## src/rtl/alu_seq_pkg.sv

```systemverilog
// Shared types and constants for the ALU sequencer: FSM encoding, ALU Select
// codes and Status bit positions.
package alu_seq_pkg;

    localparam int NREGS_DEF = 8;
    localparam int WIDTH_DEF = 32;

    typedef enum logic [1:0] {
        IDLE = 2'd0,
        EXEC = 2'd1,
        RESP = 2'd2
    } state_e;

    localparam logic [3:0] SEL_XOR  = 4'd0;
    localparam logic [3:0] SEL_AND  = 4'd1;
    localparam logic [3:0] SEL_OR   = 4'd2;
    localparam logic [3:0] SEL_NOR  = 4'd3;
    localparam logic [3:0] SEL_ADD  = 4'd4;
    localparam logic [3:0] SEL_SUB  = 4'd12;
    localparam logic [3:0] SEL_SHA  = 4'd5;
    localparam logic [3:0] SEL_SHB  = 4'd6;
    localparam logic [3:0] SEL_ZERO = 4'd7;

    localparam int STATUS_C = 3;
    localparam int STATUS_N = 2;
    localparam int STATUS_V = 1;
    localparam int STATUS_Z = 0;

endpackage

```

## src/rtl/alu_seq_regfile.sv

```systemverilog
// NREGS x WIDTH register file: two combinational operand reads, one debug
// read, one synchronous write, asynchronously cleared.
module alu_seq_regfile
    import alu_seq_pkg::*;
#(
    parameter int NREGS = NREGS_DEF,
    parameter int WIDTH = WIDTH_DEF,
    localparam int AW   = $clog2(NREGS)
) (
    input  logic             clk,
    input  logic             rst_n,
    input  logic             we,
    input  logic [AW-1:0]    waddr,
    input  logic [WIDTH-1:0] wdata,
    input  logic [AW-1:0]    raddr1,
    output logic [WIDTH-1:0] rdata1,
    input  logic [AW-1:0]    raddr2,
    output logic [WIDTH-1:0] rdata2,
    input  logic [AW-1:0]    raddr3,
    output logic [WIDTH-1:0] rdata3
);

    logic [NREGS-1:0][WIDTH-1:0] mem_q, mem_d;

    always_comb begin
        mem_d = mem_q;
        if (we) begin
            mem_d[waddr] = wdata;
        end
    end

    // NOTE: the array is cleared by reset because software may read any
    // register through the debug port before ever writing it.
    always_ff @(posedge clk or negedge rst_n) begin
        if (!rst_n) begin
            mem_q <= '0;
        end else begin
            mem_q <= mem_d;
        end
    end

    assign rdata1 = mem_q[raddr1];
    assign rdata2 = mem_q[raddr2];
    assign rdata3 = mem_q[raddr3];

endmodule

```

## src/rtl/alu_sequencer.sv

```systemverilog
// Initiator-side controller for a combinational ALU: accepts one command,
// drives registered operands, captures the result, writes back and responds.
module alu_sequencer
    import alu_seq_pkg::*;
#(
    parameter int NREGS = NREGS_DEF,
    parameter int WIDTH = WIDTH_DEF,
    localparam int AW   = $clog2(NREGS)
) (
    input  logic             clk,
    input  logic             rst_n,
    input  logic             cmd_valid,
    output logic             cmd_ready,
    input  logic [3:0]       cmd_sel,
    input  logic             cmd_cin,
    input  logic [AW-1:0]    cmd_rd,
    input  logic [AW-1:0]    cmd_rs1,
    input  logic [AW-1:0]    cmd_rs2,
    input  logic             cmd_imm_en,
    input  logic [WIDTH-1:0] cmd_imm,
    output logic [WIDTH-1:0] alu_a,
    output logic [WIDTH-1:0] alu_b,
    output logic [3:0]       alu_sel,
    output logic             alu_cin,
    input  logic [WIDTH-1:0] alu_out,
    input  logic [3:0]       alu_status,
    output logic             rsp_valid,
    input  logic             rsp_ready,
    output logic [WIDTH-1:0] rsp_data,
    output logic [3:0]       rsp_status,
    output logic [3:0]       status_q,
    input  logic [AW-1:0]    dbg_addr,
    output logic [WIDTH-1:0] dbg_data
);

    state_e           state_q, state_d;
    logic             cmd_ready_q, cmd_ready_d;
    logic             rsp_valid_q, rsp_valid_d;
    logic [WIDTH-1:0] alu_a_q, alu_a_d;
    logic [WIDTH-1:0] alu_b_q, alu_b_d;
    logic [3:0]       alu_sel_q, alu_sel_d;
    logic             alu_cin_q, alu_cin_d;
    logic [AW-1:0]    rd_q, rd_d;
    logic [WIDTH-1:0] rsp_data_q, rsp_data_d;
    logic [3:0]       rsp_status_q, rsp_status_d;
    logic [3:0]       status_d;
    logic [WIDTH-1:0] rs1_data, rs2_data;
    logic             wb_en;

    alu_seq_regfile #(
        .NREGS (NREGS),
        .WIDTH (WIDTH)
    ) u_regfile (
        .clk    (clk),
        .rst_n  (rst_n),
        .we     (wb_en),
        .waddr  (rd_q),
        .wdata  (alu_out),
        .raddr1 (cmd_rs1),
        .rdata1 (rs1_data),
        .raddr2 (cmd_rs2),
        .rdata2 (rs2_data),
        .raddr3 (dbg_addr),
        .rdata3 (dbg_data)
    );

    // Writeback happens on the edge that leaves EXEC, alongside the capture.
    assign wb_en = (state_q == EXEC);

    // NOTE: every next-state value defaults to its current value first, so
    // no path through the case leaves a signal unassigned (no latches).
    always_comb begin
        state_d      = state_q;
        cmd_ready_d  = cmd_ready_q;
        rsp_valid_d  = rsp_valid_q;
        alu_a_d      = alu_a_q;
        alu_b_d      = alu_b_q;
        alu_sel_d    = alu_sel_q;
        alu_cin_d    = alu_cin_q;
        rd_d         = rd_q;
        rsp_data_d   = rsp_data_q;
        rsp_status_d = rsp_status_q;
        status_d     = status_q;
        unique case (state_q)
            IDLE: begin
                if (cmd_valid && cmd_ready_q) begin
                    alu_a_d     = rs1_data;
                    alu_b_d     = cmd_imm_en ? cmd_imm : rs2_data;
                    alu_sel_d   = cmd_sel;
                    alu_cin_d   = cmd_cin;
                    rd_d        = cmd_rd;
                    cmd_ready_d = 1'b0;
                    state_d     = EXEC;
                end
            end
            EXEC: begin
                rsp_data_d   = alu_out;
                rsp_status_d = alu_status;
                status_d     = alu_status;
                rsp_valid_d  = 1'b1;
                state_d      = RESP;
            end
            RESP: begin
                if (rsp_valid_q && rsp_ready) begin
                    rsp_valid_d = 1'b0;
                    cmd_ready_d = 1'b1;
                    state_d     = IDLE;
                end
            end
            default: begin
                rsp_valid_d = 1'b0;
                cmd_ready_d = 1'b1;
                state_d     = IDLE;
            end
        endcase
    end

    // NOTE: sequential state uses non-blocking assignments so every flop
    // samples the pre-edge value of every other flop.
    always_ff @(posedge clk or negedge rst_n) begin
        if (!rst_n) begin
            state_q      <= IDLE;
            cmd_ready_q  <= 1'b1;
            rsp_valid_q  <= 1'b0;
            alu_a_q      <= '0;
            alu_b_q      <= '0;
            alu_sel_q    <= '0;
            alu_cin_q    <= 1'b0;
            rd_q         <= '0;
            rsp_data_q   <= '0;
            rsp_status_q <= '0;
            status_q     <= '0;
        end else begin
            state_q      <= state_d;
            cmd_ready_q  <= cmd_ready_d;
            rsp_valid_q  <= rsp_valid_d;
            alu_a_q      <= alu_a_d;
            alu_b_q      <= alu_b_d;
            alu_sel_q    <= alu_sel_d;
            alu_cin_q    <= alu_cin_d;
            rd_q         <= rd_d;
            rsp_data_q   <= rsp_data_d;
            rsp_status_q <= rsp_status_d;
            status_q     <= status_d;
        end
    end

    assign cmd_ready  = cmd_ready_q;
    assign rsp_valid  = rsp_valid_q;
    assign alu_a      = alu_a_q;
    assign alu_b      = alu_b_q;
    assign alu_sel    = alu_sel_q;
    assign alu_cin    = alu_cin_q;
    assign rsp_data   = rsp_data_q;
    assign rsp_status = rsp_status_q;

endmodule

```

## config.mk

```make
export PLATFORM = sky130hd
export DESIGN_NAME = alu_sequencer
export DESIGN_NICKNAME = d
export VERILOG_FILES = /design/src/rtl/alu_seq_pkg.sv /design/src/rtl/alu_seq_regfile.sv /design/src/rtl/alu_sequencer.sv
export SDC_FILE = /design/constraint.sdc
export NUM_CORES = 1
export LEC_CHECK = 0
export CAP_MARGIN = 30
export CORE_MARGIN = 2
export CORE_UTILIZATION = 51
export DETAILED_ROUTE_END_ITERATION = 16
export PLACE_DENSITY = 0.77
export SLEW_MARGIN = 20
export SYNTH_ARGS = -nofsm -noshare
export SYNTH_HDL_FRONTEND = slang
export SYNTH_SLANG_ARGS = --single-unit
```

## constraint.sdc

```tcl
create_clock -name clk -period 1.8 [get_ports clk]
set_clock_uncertainty 0.05 [all_clocks]
set_input_delay 0.27 -clock clk [delete_from_list [all_inputs] [get_ports clk]]
set_output_delay 0.27 -clock clk [all_outputs]
set_load 0.02 [all_outputs]
```

* Word level (Yosys, flattened, before mapping)
Index checks and enable logic that the tools add are counted.
Word-level totals: register bits after elaboration 368, input port bits 90, output and inout bits 143, logic and storage cells 55
Cells by class: magnitude comparators 5, eq/ne operators 4, muxes and demuxes 18, bitwise gates (word level) 2, reduce and logical (&&, ||, !) cells 8
Operator list (count):
- binary-select mux 32 bit (select 3 bit) | 3
- bitwise mux 256 bit | 1
- 2-to-1 mux 32 bit | 5
- demux 32 bit (select 3 bit) | 1
- less-than comparator 3 x 4 -> 1 bit, second input constant | 4
- one-hot mux 1 bit (3 select lines) | 2
- one-hot mux 2 bit (3 select lines) | 1
- AND reduction 2 bit | 3
- 2-to-1 mux 2 bit | 2
- != test 2 bit, second input constant | 2
- >= comparator 3 x 1 -> 1 bit, second input constant | 1
- logical AND 1 bit | 3
- 2-to-1 mux 1 bit | 3
- AND reduction 3 bit | 1
- equality test 2 x 1 -> 1 bit, second input constant | 1
- equality test 2 bit, second input constant | 1
- zero test 2 bit | 1
- NOT 1 bit | 2

* Depth between registers and ports, before layout
Gate-level depths: netlist of the first run.
depth in word-level cells 5, mapped depth 6

* Modules after synthesis
A second synthesis of the first run with hierarchy kept.
Second synthesis, totals: cell total of the unflattened synthesis 1211, area, all modules 20539.7 um^2
Modules (own cells, without submodules):
- alu_seq_regfile | instances 1, cells an instance 893, area an instance 15817.7 um^2
- alu_sequencer | instances 1, cells an instance 318, area an instance 4722.0 um^2

* Worst setup path after synthesis of the first run
Ideal clock, no wire load.
path kind input -> output, start point input port dbg_addr[0], end point output port dbg_data[30], data arrival time 1624 ps, required time 1480 ps, setup slack -144 ps, stages on the path 4, cell sequence buf_2 buf_2 mux4_2 mux2_2
On the way: longest elaborated chain between the ends 2
Ends and longest elaborated chain:
- from (decl) | line alu_sequencer.sv:32 | input logic [AW-1:0] dbg_addr,
- binary-select mux 32 bit (select 3 bit) | line alu_seq_regfile.sv:44 | assign rdata3 = mem_q[raddr3];
- 2-to-1 mux 32 bit (implied by the code) | line alu_seq_regfile.sv:44
- to (decl) | line alu_sequencer.sv:33 | output logic [WIDTH-1:0] dbg_data
No other way between the ends. The select of a mux whose other input is x is not followed.

* Worst setup path after layout of the first run
start point register u_regfile.mem_q[29] in the netlist's numbering, end point output port dbg_data[29]
On the way: longest elaborated chain between the ends 2
Ends and longest elaborated chain:
- from (decl) | line alu_seq_regfile.sv:23 | logic [NREGS-1:0][WIDTH-1:0] mem_q, mem_d;
- from (signal assigned) | line alu_seq_regfile.sv:38 | mem_q <= mem_d;
- binary-select mux 32 bit (select 3 bit) | line alu_seq_regfile.sv:44
- 2-to-1 mux 32 bit (implied by the code) | line alu_seq_regfile.sv:44
No other way between the ends. The select of a mux whose other input is x is not followed.

==> flow_metrics.py, run 1 <==
metrics = {
    "outcome": {
        "violations": "setup timing",
        "status": "finished with violations",
    },
    "routing": {
        "dr.pass1.iters": 5,
        "via_count": 14500,
        "wirelength_mm": 60.3,
        "drcViolationCount": 0,
        "vias_per_cell": 6.13,
        "drt-wirelength-per-cell_um": 25.6,
        "drtAntennaViolNets": 0,
        "drtIter0Drc": 980,
    },
    "clock_tree": {
        "clk_latency_ns": 0.56,
        "cts_root_buffer": "clkbuf_16",
        "cts_tree": "yes",
        "clock_path_buffers": 3,
        "numClockSinks": 368,
        "numCtsBuffers": 40,
        "clk_pin_slew_ns": 0.06,
        "h-tree-depth": 2,
    },
    "yosys": {
        "synth_nets": 1360,
        "ys_types": 26,
        "synth_warnings": 0,
        "synth_seq_cells": 368,
        "syn_avg_cell_area_um2": 15.3,
        "yosysSeqAreaShare": 0.474,
        "syn-cell-area_mm2": 0.0194,
        "syn-instance-count": 1270,
    },
    "pwr": {
        "p_seq_frac": 0.450,
        "p_sw_frac": 0.244,
        "cellPowerDensity_mw_per_mm2": 690,
        "vdd_drop_max_mv": 0.664,
        "pwr-share-clk": 0.415,
        "p_leak_nw": 12.9,
        "comb_power_share": 0.135,
        "power_mw": 19.0,
        "p_sw_mw": 4.63,
        "power.internal_mw": 14.3,
    },
    "cells_and_area": {
        "syn_to_final_growth_pct": 41.3,
        "diodes": 0,
        "drive_above_1_share": 0.549,
        "final_common_cell": "dfrtp_1",
        "finish.utilization": 0.731,
        "final_cell_mix": "dfrtp_1, buf_4, mux4_2",
        "fillers": 2310,
        "design_area_mm2": 0.0275,
        "fin_cells": 2361,
        "fin_nets": 1914,
    },
    "die": {
        "rows": 71,
        "initial_utilization": 0.517,
        "dieArea_mm2": 0.0397,
        "ios": 233,
        "die_h_um": 199,
        "design.core.area_mm2": 0.0376,
        "dieWidth_um": 199,
    },
    "placed_design": {
        "placed_cells": 2193,
        "place_congestion": 0.849,
        "post-place-ws_ns": -0.599,
        "place_area_mm2": 0.0248,
        "dpl.hpwl_mm": 37.3,
        "place.port_buffers": 232,
    },
    "critical_path": {
        "end_kind": "output pin",
        "critPathLaunchType": "flip-flop",
        "critPathRequiredTime_ns": 1.48,
        "crit_slowest_cell": "mux4_2",
        "crit_path_max_incr_delay_ns": 0.49,
        "path_class": "reg -> out",
        "cp_cell_sequence": "mux4_2 > mux2_2 > buf_6",
        "critPathArrivalTime_ns": 1.91,
        "crit_fanout": 4,
    },
    "global_routing": {
        "grt_pass1_wl_mm": 87.9,
        "grt_max_degree": 55,
        "grt.overflow.total": 0,
        "grt_pass1_vias": 15200,
        "grt.total_usage": 0.296,
        "grt_antenna_before_repair": 0,
    },
    "timing": {
        "max_freq_mhz": 448,
        "rsz0062_at_grt": "true",
        "hold_viol_final": 0,
        "setup_slack_ns": -0.433,
        "slew_headroom": 0.675,
        "fin_crit_sh": 1.24,
        "fin_crit_ns": 2.23,
        "finalSetupViolations": 96,
        "worstMarginPinSlew_ns": 0.486,
        "drv_slew": 0,
    },
    "job": {
        "drv_cap": 0,
    },
    "worst_hold_path": {
        "hold_class": "in -> reg",
    },
}
path summary, 6_finish.rpt:
| kind | from | to | slack [ns] | cells past startpoint |
|---|---|---|---|---|
| worst min register to register | alu_sel[1] | alu_sel[1] | 0.42 | 2 |
| worst max-delay path | u_regfile.mem_q[29] | dbg_data[29] | -0.43 | 3 |
| max in group asynchronous | rst_n | rsp_status[0] | 0.78 | 3 |
| worst min-delay path | cmd_imm_en | alu_b[30] | 0.08 | 3 |
| min in group asynchronous | rst_n | alu_sel[3] | 0.19 | 2 |
| worst max register to register | state_q[1] | u_regfile.mem_q[101] | -0.09 | 7 |
metrics by stage:
step / setup TNS, ns / hold slack [ns]
final: -14.79 / 0.0823
after global routing: -21.42 / 0.0989
after CTS: -12.21 / 0.0598
after detailed placement: -18.90 / 0.185
after global placement: -17.74 / 0.171
after floorplan: 0 / -0.0756
kinds of logic (layout without fill, tap and decap cells):
family / Yosys count / count (layout) / share of synthesized area
buf+inv: 114 / 694 / 0.0295
simple gates: 136 / 136 / 0.0312
compound gates: 70 / 70 / 0.0224
mux: 582 / 582 / 0.443
flops: 368 / 368 / 0.474
registers in the layout (all words and copies together), names as in the netlist:
signal and count:
alu_cin 1, cmd_ready 1, state_q 2, alu_a 32, rsp_status 4, rsp_data 32
u_regfile.mem_q 256, alu_b 32, rd_q 3, alu_sel 4, rsp_valid 1
metal layers:
| layer | part of all wire | global-route usage | wire, µm |
|---|---|---|---|
| met1 | 0.40 | 0.383 | 23900 |
| met2 | 0.50 | 0.495 | 29900 |
| met3 | 0.072 | 0.0638 | 4370 |
| met4 | 0.037 | 0.109 | 2230 |
| met5 | 0 | 0 | 0 |
critical path, delay by kind of cell, from the launching register on:
family                 cells  cell delay [ns]
DFF                        1             0.44
buffers and inverters      1             0.14
muxes                      2             0.78
timing repair:
item	CTS	global route
endpoints found under the hold margin	200	0
gates resized for setup	344	134
pin swaps	2	4
gates cloned	4	10
hold buffers	1	0
endpoints found under the setup margin	236	201
buffers inserted	52	35
Yosys cell counts:
library cell	number	area [µm²]
dfrtp_1	367	9180
mux2_2	323	3640
mux4_2	191	4300
nand2_1	90	338
mux2i_1	67	671
buf_2	35	175
clkbuf_1	33	124
nand3_1	33	165
o21ai_0	33	165
o211ai_1	32	240
buf_4	26	195
buf_1	15	56.3
a21oi_1	3	15.0
clkbuf_2	3	15.0
nand3b_1	3	22.5
nor3b_2	3	37.5
nand2b_1	2	12.5
nor2_1	2	7.51
nor2b_1	2	12.5
a21o_1	1	7.51
dfstp_2	1	26.3
inv_1	1	3.75
inv_2	1	3.75
mux2_1	1	11.3
nand4bb_1	1	11.3
o21a_1	1	7.51
cell type report:
class                           instances  area (µm²)  area share
Clock buffer                           59        1130      0.0413
Clock inverter                          9        72.6     0.00264
Inverter                                2        7.51    0.000273
Multi-Input combinational cell        788       10300       0.374
Sequential cell                       368        9210       0.335
Tap cell                              511         639      0.0233
Timing Repair Buffer                  624        6140       0.223
power by group through the flow:
stage	Combinational, mW	Clock [mW]	Sequential, mW
final	2.57	7.87	8.52
after global routing	2.71	8.28	8.53
after CTS	2.52	7.95	8.51
after detailed placement	2.38	0	8.67
after global placement	2.33	0	8.67
after floorplan	1.17	0	8.66
Power figures use the tool's default switching activity.
==> run 2, diff against run 1 <==
Settings changed: SLEW_MARGIN 20 to not set.
==> results of run 2 <==
No change in the layout: final DEF, timing and power equal those of run 1.
